### src/rtl/idma_legalizer_req_arbiter_pkg.sv
// Helpers shared by the legalizer request arbiter and its ID FIFO.
package idma_legalizer_req_arbiter_pkg;

   // Index width that stays legal (>=1 bit) even for a single entry.
   function automatic int unsigned idx_width(input int unsigned n);
      return (n > 1) ? $clog2(n) : 1;
   endfunction

endpackage

### src/rtl/idma_legalizer_req_arbiter_fifo.sv
// In-order ID FIFO: remembers which requester owns each transfer in flight.
module idma_legalizer_req_arbiter_fifo
   import idma_legalizer_req_arbiter_pkg::*;
#(
   parameter int unsigned DEPTH  = 8,
   parameter int unsigned DATA_W = 2
)(
   input  logic                       clk_i,
   input  logic                       rst_i,
   input  logic                       push_i,
   input  logic [DATA_W-1:0]          data_i,
   input  logic                       pop_i,
   output logic [DATA_W-1:0]          data_o,
   output logic [$clog2(DEPTH+1)-1:0] count_o
);

   localparam int unsigned PW = idx_width(DEPTH);
   localparam logic [PW-1:0] LP_LAST = PW'(DEPTH - 1);

   logic [DATA_W-1:0]          r_mem [DEPTH];
   logic [PW-1:0]              r_wptr;
   logic [PW-1:0]              r_rptr;
   logic [$clog2(DEPTH+1)-1:0] r_count;

   always_ff @(posedge clk_i or posedge rst_i) begin
      if (rst_i) begin
         r_wptr  <= '0;
         r_rptr  <= '0;
         r_count <= '0;
      end else begin
         if (push_i) r_wptr <= (r_wptr == LP_LAST) ? '0 : r_wptr + 1'b1;
         if (pop_i)  r_rptr <= (r_rptr == LP_LAST) ? '0 : r_rptr + 1'b1;
         if (push_i && !pop_i)      r_count <= r_count + 1'b1;
         else if (!push_i && pop_i) r_count <= r_count - 1'b1;
      end
   end

   // Storage carries no reset; a push into a full FIFO overwrites the head being popped.
   always_ff @(posedge clk_i) begin
      if (push_i) r_mem[r_wptr] <= data_i;
   end

   assign data_o  = r_mem[r_rptr];
   assign count_o = r_count;

endmodule

### src/rtl/idma_legalizer_req_arbiter.sv
// Round-robin arbiter sharing one 1D legalizer between NumReq sources, with
// locked grants and in-order routing of completion pulses back to the owner.
module idma_legalizer_req_arbiter
   import idma_legalizer_req_arbiter_pkg::*;
#(
   parameter int unsigned NumReq           = 4,
   parameter int unsigned OutstandingDepth = 8,
   parameter type         idma_req_t       = logic
)(
   input  logic                   clk_i,
   input  logic                   rst_i,
   input  idma_req_t [NumReq-1:0] req_i,
   input  logic [NumReq-1:0]      valid_i,
   output logic [NumReq-1:0]      ready_o,
   output idma_req_t              req_o,
   output logic                   valid_o,
   input  logic                   ready_i,
   input  logic                   flush_i,
   input  logic                   done_i,
   output logic [NumReq-1:0]      done_o,
   output logic                   busy_o,
   output logic                   err_o
);

   localparam int unsigned IW = idx_width(NumReq);
   localparam int unsigned CW = $clog2(OutstandingDepth + 1);
   localparam logic [IW:0]   LP_NREQ  = (IW+1)'(NumReq);
   localparam logic [IW-1:0] LP_LAST  = IW'(NumReq - 1);
   localparam logic [CW-1:0] LP_DEPTH = CW'(OutstandingDepth);

   logic [IW-1:0]     r_rr;
   logic              r_lock;
   logic [IW-1:0]     r_lock_idx;
   logic [NumReq-1:0] r_done;
   logic              r_err;

   logic [NumReq-1:0] w_rot;
   logic [IW-1:0]     w_ofs;
   logic [IW:0]       w_sum;
   logic              w_found;
   logic [IW-1:0]     w_arb_idx;
   logic [IW-1:0]     w_grant;
   logic              w_have;
   logic              w_room;
   logic              w_allowed;
   logic              w_hs;
   logic              w_pop;
   logic [CW-1:0]     w_count;
   logic [IW-1:0]     w_head;

   // Rotate the valids so that the rr pointer sits at bit 0; the lowest set
   // bit is then the round-robin winner, offset back by the pointer.
   assign w_rot = NumReq'({valid_i, valid_i} >> r_rr);

   always_comb begin
      w_found = 1'b0;
      w_ofs   = '0;
      for (int j = NumReq - 1; j >= 0; j--) begin
         if (w_rot[j]) begin
            w_found = 1'b1;
            w_ofs   = IW'(j);
         end
      end
      w_sum = {1'b0, r_rr} + {1'b0, w_ofs};
      if (w_sum >= LP_NREQ) w_sum = w_sum - LP_NREQ;
      w_arb_idx = w_sum[IW-1:0];
   end

   // A lock always has room: while locked nothing is pushed and count can only fall.
   assign w_pop     = done_i & (w_count != '0);
   assign w_room    = (w_count < LP_DEPTH) | w_pop;
   assign w_allowed = ~rst_i & (r_lock | (~flush_i & w_room));
   assign w_grant   = r_lock ? r_lock_idx : w_arb_idx;
   assign w_have    = r_lock | w_found;

   assign req_o   = req_i[w_grant];
   assign valid_o = w_have & valid_i[w_grant] & w_allowed;
   assign ready_o = (w_have & ready_i & w_allowed) ? (NumReq'(1) << w_grant) : '0;
   assign w_hs    = valid_o & ready_i;

   always_ff @(posedge clk_i or posedge rst_i) begin
      if (rst_i) begin
         r_rr       <= '0;
         r_lock     <= 1'b0;
         r_lock_idx <= '0;
         r_done     <= '0;
         r_err      <= 1'b0;
      end else begin
         if (w_hs) begin
            r_rr   <= (w_grant == LP_LAST) ? '0 : w_grant + 1'b1;
            r_lock <= 1'b0;
         end else if (valid_o) begin
            r_lock     <= 1'b1;
            r_lock_idx <= w_grant;
         end
         r_done <= w_pop ? (NumReq'(1) << w_head) : '0;
         if (done_i && (w_count == '0)) r_err <= 1'b1;
      end
   end

   idma_legalizer_req_arbiter_fifo #(
      .DEPTH  (OutstandingDepth),
      .DATA_W (IW)
   ) u_id_fifo (
      .clk_i   (clk_i),
      .rst_i   (rst_i),
      .push_i  (w_hs),
      .data_i  (w_grant),
      .pop_i   (w_pop),
      .data_o  (w_head),
      .count_o (w_count)
   );

   assign done_o = r_done;
   assign err_o  = r_err;
   assign busy_o = r_lock | (w_count != '0);

   // A locked requester must keep its request up until the handshake.
   assert property (@(posedge clk_i) disable iff (rst_i) r_lock |-> valid_i[r_lock_idx]);

endmodule

### config.mk
export PLATFORM = sky130hd
export DESIGN_NAME = idma_legalizer_req_arbiter
export DESIGN_NICKNAME = d
export VERILOG_FILES = /design/src/rtl/idma_legalizer_req_arbiter_pkg.sv /design/src/rtl/idma_legalizer_req_arbiter_fifo.sv /design/src/rtl/idma_legalizer_req_arbiter.sv
export SDC_FILE = /design/constraint.sdc
export NUM_CORES = 1
export LEC_CHECK = 0
export BUFFER_PORTS_ARGS = -buffer_cell sky130_fd_sc_hd__clkbuf_2
export CAP_MARGIN = 20
export CORE_MARGIN = 8
export CORE_UTILIZATION = 45
export DETAILED_ROUTE_END_ITERATION = 12
export SYNTH_ARGS = -nofsm -noshare
export SYNTH_HDL_FRONTEND = slang
export SYNTH_SLANG_ARGS = --single-unit
### constraint.sdc
create_clock -name clk_i -period 5.43 [get_ports clk_i]
set_clock_uncertainty 0.05 [all_clocks]
set_input_delay 0.543 -clock clk_i [delete_from_list [all_inputs] [get_ports clk_i]]
set_output_delay 0.543 -clock clk_i [all_outputs]
set_load 0.05 [all_outputs]
==> Yosys cells after proc, flatten, opt, wreduce, memory -nomap -nowiden <==
Memories as Yosys holds them, arrays and structs flattened.
Index checks and enable logic that the tools add are counted.
{ "totals": {"ram_bits": 16, "ff_bits": 20, "latchBits": 0, "mem_count": 1, "mem_bits_ro": 0, "elab_cells": 75, "in_bits": 13} }
{ "op_classes": {"shift": 3, "eq_ne": 3, "multipliers": 0, "n_reduce_logical": 10, "add_sub_neg": 7, "div_mod_pow": 0, "n_bitwise": 15, "order_cmp": 3, "n_mux": 25} }
{ "mem_list": {"columns": ["memory", "words", "word_bits", "rd", "rd_ports_with_merged_regs", "write_ports", "line", "text"], "rows": [
  ["u_id_fifo.r_mem", 8, 2, 1, 0, 1, "idma_legalizer_req_arbiter_fifo.sv:20", "logic [DATA_W-1:0] r_mem [DEPTH];"]
]} }
{ "ops": {"columns": ["op", "count"], "rows": [
  ["4-bit 2-to-1 mux", 4],
  ["2-bit 2-to-1 mux", 7],
  ["1-bit 2-to-1 mux", 10],
  ["1-bit bitwise AND", 8],
  ["1-bit by 2-bit << shifter with 4-bit output (first input constant)", 2],
  ["8-bit by 2-bit right shift with 4-bit output", 1],
  ["3-bit by 1-bit adder with 3-bit output (second input constant)", 2],
  ["3-bit equality test (second input constant)", 2],
  ["3-bit 2-to-1 mux", 2],
  ["4-bit by 1-bit adder with 4-bit output (second input constant)", 1],
  ["1-bit binary-select mux with 2-bit select", 2],
  ["4-bit zero test", 1],
  ["4-bit less-than comparator (second input constant)", 1],
  ["1-bit OR", 4],
  ["2-bit nonzero test", 2],
  ["4-bit nonzero test", 1],
  ["4-bit by 1-bit subtractor with 4-bit output (second input constant)", 1],
  ["2-bit by 2-bit adder with 3-bit output", 1],
  ["3-bit greater-or-equal comparator (second input constant)", 1],
  ["1-bit logical AND", 3],
  ["2-bit by 3-bit less-than comparator with 1-bit output (second input constant)", 1],
  ["1-bit inverter", 3],
  ["2-bit by 1-bit adder with 2-bit output (second input constant)", 1],
  ["2-bit equality test (second input constant)", 1],
  ["3 further kinds", 4]
]} }

==> Depth between registers and ports, before layout <==
Gate-level depths: netlist of run 1.
{ "logic_depth": {"ltp_word": 18, "depth_mapped": 20, "ltp_nobuf": 20} }

==> Cells and area by module <==
From an unflattened synthesis of run 1, not the netlist that was laid out.
{ "unflattened": {"hier_cells": 180, "hier_area_um2": 2088.3} }
{ "modules_own_cells": {"columns": ["mod", "area_per_inst_um2", "cells_per_inst", "seq_area_each_um2", "instances"], "rows": [
  ["idma_legalizer_req_arbiter_fifo", 1248.7, 87, 730.7, 1],
  ["idma_legalizer_req_arbiter", 839.6, 93, 250.2, 1]
]} }

==> Least setup slack after synthesis of run 1 <==
No wires, ideal clock.
{ "synth_path": {"kind": "input to register", "startpoint": "input valid_i[3]", "endpoint": "register u_id_fifo.r_count[3], in the netlist u_id_fifo.count_o[3]", "setup_ns": 0.125, "path_slack_ns": 1.535, "arrival_ns": 3.720, "stages": 18, "required_ns": 5.255, "path_cell_list": "inv_1 > o311ai_0 > o21ai_0 > o221ai_1 > ha_1 > mux2i_1 > mux2i_1 > nor2_1 > mux2i_4 > inv_6 > ha_1 > inv_1 > ha_1 > a21o_1 > a21oi_1 > xnor2_1 > nor2_1 > xor2_1"} }
{ "synth_via": {"elab_chain_cells": 17, "word_cells_on_any_way": 25} }
{ "synth_rtl": {"columns": ["item", "line", "text"], "rows": [
  ["start: declaration", "idma_legalizer_req_arbiter.sv:13", "input logic [NumReq-1:0] valid_i,"],
  ["8-bit by 2-bit right shift with 4-bit output", "idma_legalizer_req_arbiter.sv:53", "assign w_rot = NumReq'({valid_i, valid_i} >> r_rr);"],
  ["2-bit 2-to-1 mux (4 in series)", "idma_legalizer_req_arbiter.sv:59", "if (w_rot[j]) begin"],
  ["2-bit by 2-bit adder with 3-bit output", "idma_legalizer_req_arbiter.sv:64", "w_sum = {1'b0, r_rr} + {1'b0, w_ofs};"],
  ["3-bit greater-or-equal comparator or 2-bit by 1-bit subtractor with 2-bit output (tied branches)", "idma_legalizer_req_arbiter.sv:65", "if (w_sum >= LP_NREQ) w_sum = w_sum - LP_NREQ;"],
  ["2-bit 2-to-1 mux", "idma_legalizer_req_arbiter.sv:65", null],
  ["2-bit 2-to-1 mux", "idma_legalizer_req_arbiter.sv:73", "assign w_grant = r_lock ? r_lock_idx : w_arb_idx;"],
  ["1-bit binary-select mux with 2-bit select", "idma_legalizer_req_arbiter.sv:77", "assign valid_o = w_have & valid_i[w_grant] & w_allowed;"],
  ["1-bit 2-to-1 mux (implied by the code)", "idma_legalizer_req_arbiter.sv:77", null],
  ["1-bit bitwise AND (*) (2 in series)", "idma_legalizer_req_arbiter.sv:77", null],
  ["1-bit bitwise AND (*)", "idma_legalizer_req_arbiter.sv:79", "assign w_hs = valid_o & ready_i;"],
  ["via u_id_fifo.push_i", "idma_legalizer_req_arbiter_fifo.sv:10", "input logic push_i,"],
  ["1-bit zero test", "idma_legalizer_req_arbiter_fifo.sv:34", "else if (!push_i && pop_i) r_count <= r_count - 1'b1;"],
  ["1-bit logical AND", "idma_legalizer_req_arbiter_fifo.sv:34", null],
  ["2-bit nonzero test (no line)", null, null],
  ["end signal: assignment", "idma_legalizer_req_arbiter_fifo.sv:33", "if (push_i && !pop_i) r_count <= r_count + 1'b1;"],
  ["end signal: assignment", "idma_legalizer_req_arbiter_fifo.sv:34", null],
  ["end: declaration", "idma_legalizer_req_arbiter_fifo.sv:23", "logic [$clog2(DEPTH+1)-1:0] r_count;"]
]} }
Mark *: on every way through the listed nets, which the timed path passes. The rest lies on a longest branch. The select of a mux whose other input is x is not followed.
A chain may end at the register's enable or synchronous reset.

==> Final worst setup path of run 1 <==
{ "layout_path": {"startpoint": "register r_rr[0]", "endpoint": "register u_id_fifo.r_count[3], in the netlist u_id_fifo.count_o[3]"} }
{ "layout_via": {"elab_chain_cells": 17, "word_cells_on_any_way": 25} }
{ "layout_rtl": {"columns": ["item", "line", "text"], "rows": [
  ["start: declaration", "idma_legalizer_req_arbiter.sv:31", "logic [IW-1:0] r_rr;"],
  ["start signal: assignment", "idma_legalizer_req_arbiter.sv:90", "r_rr <= (w_grant == LP_LAST) ? '0 : w_grant + 1'b1;"],
  ["8-bit by 2-bit right shift with 4-bit output", "idma_legalizer_req_arbiter.sv:53", null],
  ["2-bit 2-to-1 mux (4 in series)", "idma_legalizer_req_arbiter.sv:59", null],
  ["2-bit by 2-bit adder with 3-bit output", "idma_legalizer_req_arbiter.sv:64", null],
  ["3-bit greater-or-equal comparator or 2-bit by 1-bit subtractor with 2-bit output (tied branches)", "idma_legalizer_req_arbiter.sv:65", null],
  ["2-bit 2-to-1 mux", "idma_legalizer_req_arbiter.sv:65", null],
  ["2-bit 2-to-1 mux", "idma_legalizer_req_arbiter.sv:73", null],
  ["1-bit binary-select mux with 2-bit select", "idma_legalizer_req_arbiter.sv:77", null],
  ["1-bit 2-to-1 mux (implied by the code)", "idma_legalizer_req_arbiter.sv:77", null],
  ["1-bit bitwise AND (*) (2 in series)", "idma_legalizer_req_arbiter.sv:77", null],
  ["1-bit bitwise AND (*)", "idma_legalizer_req_arbiter.sv:79", null],
  ["via u_id_fifo.push_i", "idma_legalizer_req_arbiter_fifo.sv:10", null],
  ["1-bit zero test", "idma_legalizer_req_arbiter_fifo.sv:34", null],
  ["1-bit logical AND", "idma_legalizer_req_arbiter_fifo.sv:34", null],
  ["2-bit nonzero test (no line)", null, null]
]} }
Marks and branches as above.

==> results of run 1 <==
-- synth_stat cells, types with 2 or more instances --
master / count
a21o_1: 3
a21oi_1: 2
and2_1: 4
and4_1: 3
dfrtp_1: 20
edfxtp_1: 16
ha_1: 12
inv_1: 10
mux2_4: 5
mux2i_1: 10
mux4_2: 4
nand2_1: 12
nand2b_1: 4
nor2_1: 15
nor3_1: 5
nor3b_1: 2
nor4_1: 5
o211ai_1: 2
o21ai_0: 7
o21ai_1: 2
xnor2_1: 3
xor2_1: 2
-- sequential cells by signal, indices dropped and copies added, names as in the netlist --
register and flops:
r_lock_idx 2, u_id_fifo.count_o 4, u_id_fifo.r_rptr 3, u_id_fifo.r_mem 16, done_o 4, err_o 1
u_id_fifo.r_wptr 3, r_lock 1, r_rr 2
-- worst paths after layout --
kind | start | endpoint | depth (start not counted)
worst max-delay path | r_rr[0] | u_id_fifo.count_o[3] | 18
worst min-delay path | rst_i | r_lock_idx[0] | 3
worst max register to register | r_rr[0] | u_id_fifo.count_o[3] | 18
worst min register to register | err_o | err_o | 1
max in group asynchronous | rst_i | err_o | 3
min in group clk_i | err_o | err_o | 1
-- report_power, final --
part           internal, mW  switching [mW]  leakage (nW)  total (mW)
Clock                0.0871          0.0934        0.0453       0.180
Sequential            0.398           0.106         0.383       0.504
Combinational         0.297           0.432         0.591       0.729
Total                 0.782           0.632          1.02        1.41
-- logic make-up after synthesis --
family	after synthesis	share of synthesized area
AO/OA/AOI/OAI	24	0.08167
XOR/XNOR	5	0.02118
adder cells (fa/ha/maj)	13	0.08227
buffers and inverters	17	0.03932
flip-flops	36	0.4743
multiplexers	22	0.1500
AND/OR/NAND/NOR	58	0.1512
-- area by class of cell --
class / count / share of cell area
Inverter: 12 / 0.02270
Clock buffer: 5 / 0.02973
Multi-Input combinational cell: 122 / 0.4346
Sequential cell: 36 / 0.4238
Tap cell: 52 / 0.02811
Clock inverter: 3 / 0.005946
Timing Repair Buffer: 25 / 0.05513
-- critical path: cells and delay by family, from the launching register on --
family                   cells  cell delay, ns
adder cells (fa/ha/maj)      3            0.77
multiplexers                 3            1.37
AND/OR/NAND/NOR              3            0.33
AO/OA/AOI/OAI                5            0.68
flip-flops                   1            0.54
buffers and inverters        2            0.21
XOR/XNOR                     2            0.28
-- stage by stage --
step / utilization / cells / area [sq um] / hold WS [ns]
5_1_grt: 0.5280 / 255 / 2315 / 0.3000
2_1_floorplan: - / 175 / 2068 / 0.4132
3_3_place_gp: 0.5091 / 247 / 2232 / 0.3905
3_5_place_dp: 0.5091 / 247 / 2232 / 0.3961
4_1_cts: 0.5280 / 255 / 2315 / 0.2793
6_report: 0.5280 / 255 / 2315 / 0.2767
-- per-layer routing --
| metal | GRT usage | part of all wire | vias up |
|---|---|---|---|
| met5 | 0 | 0 | - |
| met2 | 0.1635 | 0.42 | 28 |
| met1 | 0.1490 | 0.52 | 650 |
| li1 | - | - | 687 |
| met4 | 0.04867 | 0.015 | 0 |
| met3 | 0.04492 | 0.050 | 6 |
==> flow_summary.json, run 1 <==
{
  "grt_use_total": 0.1146,
  "drv_slew": 0,
  "nets": 228,
  "power_density_nw_per_um2": 610.7,
  "yosysSeqAreaShare": 0.4743,
  "ctsRootBufferMaster": "clkbuf_8",
  "critical_path_class": "reg2reg",
  "grt_pass1_vias": 1399,
  "die_width_um": 83.80,
  "clk_path_buf_depth": 2,
  "period_needed_ns": 4.356,
  "max-slew-margin-rel": 0.4544,
  "crit_path_max_incr_delay_ns": 0.61,
  "ys.warnings.count": 0,
  "cpMostUsedCell": "ha_1",
  "start_kind": "register",
  "syn_inst": 175,
  "worstPathCellList": "nand2b_1, o22ai_1, o21ai_0, o221ai_1, ha_1, mux2i_1, mux2i_1, nor2_1, mux2i_4, inv_6, ha_1, inv_1, ha_1, a21o_1, a21oi_1, xnor2_1, nor2_1, xor2_1",
  "synthArstFlopShare": 0.5556,
  "tightest_slew_ns": 0.7956,
  "holdBufCountCts": 0,
  "crit_fanout": 12,
  "setup_ws_ns": 1.074,
  "cts_resized": 0,
  "finalCritPeriodShare": 0.8023,
  "drtAntennaViolNets": 0,
  "antenna_found_initial": 0,
  "area_growth_pct": 11.92,
  "avgSynthCellArea_sq_um": 11.82,
  "timing.final.hold_violations": 0,
  "vias": 1371,
  "drive_gt1_frac": 0.2365,
  "dpl_worst_slack_ns": 0.9051,
  "initial_core_util": 0.4717,
  "place_congestion": 0.7991,
  "fp.dieH_um": 83.80,
  "synth.area.top_cells": "dfrtp_1, edfxtp_1, ha_1",
  "r2r_setup_slack_ns": 1.07,
  "drt_iter0_drc": 82,
  "final_cell_mix": "clkbuf_2, dfrtp_1, edfxtp_1, nor2_1",
  "end_kind": "register",
  "cts.sinks": 36,
  "rsz0062_at_grt": "false",
  "layout_commonest_cell": "clkbuf_2",
  "drc_errors": 0,
  "wl_per_cell_um": 14.99,
  "worstPathArrival_ns": 4.47,
  "setup_violations": 0,
  "synth_edf_count": 16,
  "io_pins": 25,
  "cap_violations": 0,
  "firstDrtPassIters": 4,
  "clk_pin_slew_ns": 0.07,
  "critPathSlowestCell": "mux2i_1",
  "core_sq_um": 4384,
  "fmax_mhz": 229.6,
  "p_leak_nw": 1.019,
  "numCtsBuffers": 5,
  "synth.cell_area_sq_um": 2068,
  "synth_cell_types": 49,
  "io_buffers": 24,
  "antenna_cells_inserted": 0,
  "cts_tree": "built",
  "totalWireLength_um": 3822,
  "grt_overflow": 0,
  "regArea_sq_um": 980.9,
  "hpwl_um": 2934,
  "synthesis.nets": 201,
  "p_total_mw": 1.414,
  "synth.ff_latch_count": 36,
  "synth_ff_type": "dfrtp_1",
  "num_rows": 24,
  "clock_latency_ns": 0.28,
  "outcome": "completed",
  "cp.required_ns": 5.55,
  "multiInputGateArea_sq_um": 1006,
  "cts_setup_buffers": 0,
  "ir_drop_mv": 0.4015,
  "hold_path_class": "in2async",
  "grt_max_degree": 24,
  "fill_cells": 387,
  "yosysTopAreaCellShare": 0.2420,
  "fin_tns_setup_ns": 0,
  "die_area_sq_um": 7022,
  "synth_area_leader_cell": "dfrtp_1",
  "grt_pass1_wl_um": 6575,
  "via_per_inst": 5.376,
  "h-tree-depth": 2
}
Note: power is estimated with default switching activity, not from simulation.
==> run 2, diff against run 1 <==
PLACE_DENSITY = 0.67   (was default)
clock period = 3.8 ns   (was 5.43 ns; I/O delays follow)
==> run 2 against run 1 <==
Global-route usage is 0.74 points higher. Critical path type is now reg2out. Utilization up 3.5 points. Critical endpoint is now valid_o. Sequential power increased by 44%. Total power is 60% higher. Sequential share of layout area is 2.5 points lower.
==> flow_summary.json, run 2 (synthesis gave the netlist of run 1 again) <==
{
  "power_density_nw_per_um2": 915.1,
  "crit_fanout": 6,
  "vias": 1490,
  "final_cell_mix": "clkbuf_2, dfrtp_1, edfxtp_1, nor2_1, buf_4",
  "period_needed_ns": 3.737,
  "area_growth_pct": 19.24,
  "die_width_um": 83.80,
  "tightest_slew_ns": 0.5922,
  "max-slew-margin-rel": 0.6052,
  "ir_drop_mv": 0.6850,
  "antenna_found_initial": 0,
  "grt_pass1_wl_um": 7093,
  "multiInputGateArea_sq_um": 1042,
  "initial_core_util": 0.4717,
  "drtAntennaViolNets": 0,
  "finalNonFillerCells": 268,
  "fill_cells": 377,
  "p_int_mw": 1.273,
  "final_util": 0.5625,
  "holdBufCountCts": 0,
  "setup_violations": 0,
  "pwr-share-comb": 0.559,
  "drc_errors": 0,
  "regArea_sq_um": 983.4,
  "grt_overflow": 0,
  "hold_path_class": "in2async",
  "p_switching_mw": 0.9835,
  "critical_path_class": "reg2out",
  "numCtsBuffers": 5,
  "fmax_mhz": 267.6,
  "drt_iter0_drc": 39,
  "antenna_cells_inserted": 0,
  "grt_use_total": 0.1220,
  "swShare": 0.4358,
  "ctsRootBufferMaster": "clkbuf_8",
  "layout_commonest_cell": "clkbuf_2",
  "h-tree-depth": 2,
  "p_seq_frac": 0.321,
  "placed_cells_incl_taps": 253,
  "clkPwrFrac": 0.120,
  "cp.required_ns": 3.37,
  "nets": 241,
  "cts_tree": "built",
  "die_area_sq_um": 7022,
  "io_pins": 25,
  "num_rows": 24,
  "clk_pin_slew_ns": 0.07,
  "grt_pass1_vias": 1539,
  "core_sq_um": 4384,
  "regMostFlops": "u_id_fifo.r_mem",
  "drive_gt1_frac": 0.3194,
  "largest_reg_flops": 16,
  "clock_latency_ns": 0.29,
  "fp.dieH_um": 83.80,
  "cap_violations": 0,
  "outcome": "completed",
  "timing.final.hold_violations": 0,
  "place_congestion": 0.8725,
  "clk_path_buf_depth": 2,
  "totalWireLength_um": 4370,
  "firstDrtPassIters": 4,
  "p_leak_nw": 1.086,
  "io_buffers": 24,
  "hpwl_um": 3144,
  "fin_tns_setup_ns": 0,
  "start_kind": "register",
  "wl_per_cell_um": 16.31,
  "via_per_inst": 5.560,
  "drv_slew": 0,
  "end_kind": "primary output",
  "grt_max_degree": 24,
  "cts.sinks": 36,
  "finalCritPeriodShare": 0.9836,
  "worstPathArrival_ns": 3.31
}
run 2: cell types whose count changed in the layout (fill, tap and decap cells not counted), sizes merged:
cell          previous run  this run
dlymetal6s2s             0         1
clkbuf                  29        28
buf                      1        14
clkinv                   3         4
inv                     12        11
run 2: power groups by stage:
stage,Clock [mW],Combinational [mW],Sequential (mW)
after floorplan,0,0.852,0.716
after global routing,0.301,1.38,0.746
final,0.270,1.26,0.725
after global placement,0,1.07,0.715
after CTS,0.279,1.14,0.727
after detailed placement,0,1.12,0.730
run 2: critical path, cell delays in order (launching register included):
cell	delay, ns
dfrtp_2	0.45
dlymetal6s2s_1	0.19
buf_4	0.15
o221ai_1	0.21
ha_2	0.34
mux2i_4	0.22
mux2i_2	0.29
buf_4	0.17
or3b_1	0.36
and4_1	0.22
a22o_1	0.24
buf_4	0.19
run 2: metal layers:
layer,GRT usage,wire length (um),part of all wire
met1,0.1491,1921,0.44
met5,0,0,0
met2,0.1937,2171,0.50
met3,0.04297,227,0.052
met4,0.04082,49,0.011
run 2: final timing paths:
kind,slack (ns),end,depth (start not counted),from
max reg2reg,0.18,u_id_fifo.count_o[3],18,r_rr[0]
min in group clk_i,0.26,err_o,2,done_i
min,0.10,u_id_fifo.r_wptr[1],3,rst_i
min reg2reg,0.42,err_o,1,err_o
max in group asynchronous,3.35,r_rr[1],3,rst_i
max,0.06,valid_o,11,r_rr[0]
run 2: repair_timing:
action,in CTS,in global routing
buffers inserted,0,7
setup endpoints to repair,2,2
gates resized for setup,2,11
pin swaps,0,2
run 2: layout make-up:
| class | instances | area share |
|---|---|---|
| inverters | 12 | 0.02232 |
| flip-flops and latches | 36 | 0.3988 |
| multi-input cells | 122 | 0.4226 |
| clock buffers | 5 | 0.02790 |
| repair buffers | 38 | 0.09437 |
| clock inverters | 3 | 0.007610 |
| well taps | 52 | 0.02638 |
run 2: metrics by stage:
stage | power (mW) | worst slack [ns] | hold WS (ns) | area [sq um]
detailed placement | 1.845 | -0.002966 | 0.4092 | 2281
CTS | 2.143 | 0.01882 | 0.1027 | 2379
floorplan | 1.568 | 0.04050 | 0.3221 | 2072
finish | 2.257 | 0.06251 | 0.1040 | 2466
global placement | 1.788 | 0.1807 | 0.3869 | 2281
global route | 2.422 | -0.04594 | 0.1344 | 2466
==> run 3, diff against run 2 <==
ABC_CLOCK_PERIOD_IN_PS = 3800   (was default)
SYNTH_HIERARCHICAL = 1   (was default)
==> run 3 against run 2 <==
Worst hold slack got worse by 0.012 ns. Worst setup slack improved by 0.13 ns. Sequential cell count did not move. Register-to-register slack improved by 0.02 ns. Critical path depth rose by 7. Fmax rose by 3.7%. Via count fell by 0.47%. Combinational power fell by 13%. Non-clock buffer count fell by 9. Synthesized cell count rose by 2.9%. Largest cell class unchanged. Highest routed layer unchanged.
==> flow_summary.json, run 3 <==
{
  "drive_gt1_frac": 0.2762,
  "setup_violations": 0,
  "synthesis.nets": 206,
  "synth_area_leader_cell": "dfrtp_1",
  "finalCritPeriodShare": 0.9486,
  "numCtsBuffers": 5,
  "totalWireLength_um": 4080,
  "holdBufCountCts": 0,
  "place_congestion": 0.8533,
  "grt_max_degree": 15,
  "synth_edf_count": 16,
  "yosys.area_share.simple": 0.1648,
  "p_total_mw": 2.092,
  "ys.warnings.count": 6,
  "drtAntennaViolNets": 0,
  "h-tree-depth": 2,
  "synth_common_cells": "dfrtp_1, edfxtp_1, nand2_1",
  "cts_setup_buffers": 0,
  "cp.required_ns": 3.92,
  "clk_pin_slew_ns": 0.08,
  "reg2reg_from": "r_rr[0]",
  "reg2reg_to": "u_id_fifo/count_o[3]",
  "io_pins": 25,
  "die_area_sq_um": 7076,
  "antenna_found_initial": 0,
  "max-slew-margin-rel": 0.5890,
  "final_cell_mix": "clkbuf_2, dfrtp_1, edfxtp_1, nand2_1, nor2_1",
  "synthAdderAreaFrac": 0.08149,
  "via_per_inst": 5.660,
  "hpwl_um": 3145,
  "dpl_worst_slack_ns": -0.05411,
  "grt_overflow": 0,
  "cap_violations": 0,
  "area_growth_pct": 16.12,
  "nets": 235,
  "start_kind": "register",
  "yosysMostFrequentCell": "dfrtp_1",
  "syn_inst": 180,
  "fp.dieH_um": 84.12,
  "r2r_setup_slack_ns": 0.20,
  "avgSynthCellArea_sq_um": 11.60,
  "synth.area.top_cells": "dfrtp_1, edfxtp_1, ha_1",
  "setup_ws_ns": 0.1952,
  "ir_drop_mv": 0.4602,
  "fin_tns_setup_ns": 0,
  "cts_resized": 0,
  "worstPathArrival_ns": 3.72,
  "drc_errors": 0,
  "outcome": "completed",
  "synth_ff_type": "dfrtp_1",
  "end_kind": "register",
  "synthXorXnorAreaFrac": 0.01258,
  "muxShareOfSynthArea": 0.1576,
  "setup.worst_path.start": "r_rr[0]",
  "fmax_mhz": 277.4,
  "clock_latency_ns": 0.29,
  "io_buffers": 24,
  "core_sq_um": 4414,
  "vias": 1483,
  "initial_core_util": 0.4731,
  "antenna_cells_inserted": 0,
  "wl_per_cell_um": 15.57,
  "timing.final.hold_violations": 0,
  "stdcell_area_sq_um": 2425,
  "synth-compound-area-share": 0.06830,
  "clk_path_buf_depth": 2,
  "dpl_cell_area_sq_um": 2295,
  "synthArstFlopShare": 0.5556,
  "yosysSeqAreaShare": 0.4697,
  "endpoint": "u_id_fifo/count_o[3]",
  "p_leak_nw": 1.059,
  "tightest_slew_ns": 0.6109,
  "met2_length_um": 1935,
  "cts.sinks": 36,
  "grt_use_total": 0.1187,
  "top_layer": "met4",
  "die_width_um": 84.12,
  "synth.ff_latch_count": 36,
  "rsz0062_at_grt": "false",
  "layout_commonest_cell": "clkbuf_2",
  "largest_reg_flops": 16,
  "hold_path_class": "in2async",
  "synth_cell_types": 42,
  "yosysTopAreaCellShare": 0.2397,
  "grt_pass1_vias": 1508,
  "power_density_nw_per_um2": 862.6,
  "drt_iter0_drc": 83,
  "met3_length_um": 211,
  "regMostFlops": "u_id_fifo/r_mem",
  "grt_pass1_wl_um": 7065,
  "critical_path_class": "reg2reg",
  "whs_ns": 0.09227,
  "ctsRootBufferMaster": "clkbuf_8",
  "period_needed_ns": 3.605,
  "synth_top_family_by_area": "simple AND/OR/NAND/NOR gates",
  "crit_fanout": 7,
  "r2r_cells": 18,
  "firstDrtPassIters": 4,
  "cts_tree": "built",
  "num_rows": 24,
  "met1_length_um": 1900,
  "synth.cell_area_sq_um": 2088,
  "drv_slew": 0
}
## run 3: cell types whose count changed in the layout (fill, tap and decap cells not counted), sizes merged, moves of 3 or more
cell | before | now
o21ai | 9 | 6
buf | 14 | 5
clkinv | 4 | 1
mux2 | 7 | 10
and4 | 4 | 1
## run 3: worst min-delay path by stage
| stage | startpoint | to | slack [ns] | cells after the start |
|---|---|---|---|---|
| 4_1_cts | rst_i | r_lock | 0.08 | 2 |
| 5_1_grt | rst_i | r_lock | 0.14 | 2 |
| 6_report | rst_i | r_lock | 0.09 | 2 |
| 3_5_place_dp | rst_i | r_rr[0] | 0.40 | 2 |
| 2_1_floorplan | rst_i | done_o[0] | 0.17 | 1 |
| 3_3_place_gp | rst_i | r_rr[1] | 0.38 | 2 |
## run 3: cell type report
class / count / area [sq um]
Clock buffer: 6 / 93.84
Clock inverter: 2 / 12.51
Fill cell: 366 / 1989
Inverter: 11 / 41.29
Multi-Input combinational cell: 126 / 1072
Sequential cell: 36 / 982.2
Tap cell: 52 / 65.06
Timing Repair Buffer: 29 / 157.7
## run 3: per-layer routing
| layer | track usage | vias up |
|---|---|---|
| li1 | - | 710 |
| met1 | 0.1544 | 732 |
| met2 | 0.1831 | 36 |
| met3 | 0.03809 | 5 |
| met4 | 0.03454 | 0 |
| met5 | 0 | - |
## run 3: power breakdown
part / internal (mW) / switching, mW / leakage [nW]
Sequential: 0.562 / 0.127 / 0.382
Combinational: 0.482 / 0.621 / 0.625
Clock: 0.167 / 0.133 / 0.0523
Total: 1.21 / 0.880 / 1.06
## run 3: cell families after synthesis
family | count (synthesis)
flops | 36
mux | 24
fa+ha+maj | 13
buf+inv | 18
simple gates | 65
xor+xnor | 3
compound gates | 21
## run 3: critical path, stage by stage (launching register included)
cell	delay, ns
dfrtp_2	0.45
nand2b_4	0.16
o221ai_2	0.15
o21ai_0	0.10
o221ai_1	0.08
ha_1	0.29
mux2i_4	0.19
inv_2	0.07
mux2i_2	0.17
nor3_2	0.17
nand2_1	0.08
mux2_4	0.31
inv_2	0.09
ha_4	0.16
inv_2	0.07
ha_4	0.24
or4_1	0.49
nand3_1	0.09
o211ai_1	0.08
## run 3: per-stage QoR
stage	cells	utilization
3_3_place_gp	254	0.5198
3_5_place_dp	254	0.5198
2_1_floorplan	180	-
5_1_grt	262	0.5493
4_1_cts	262	0.5439
6_report	262	0.5493
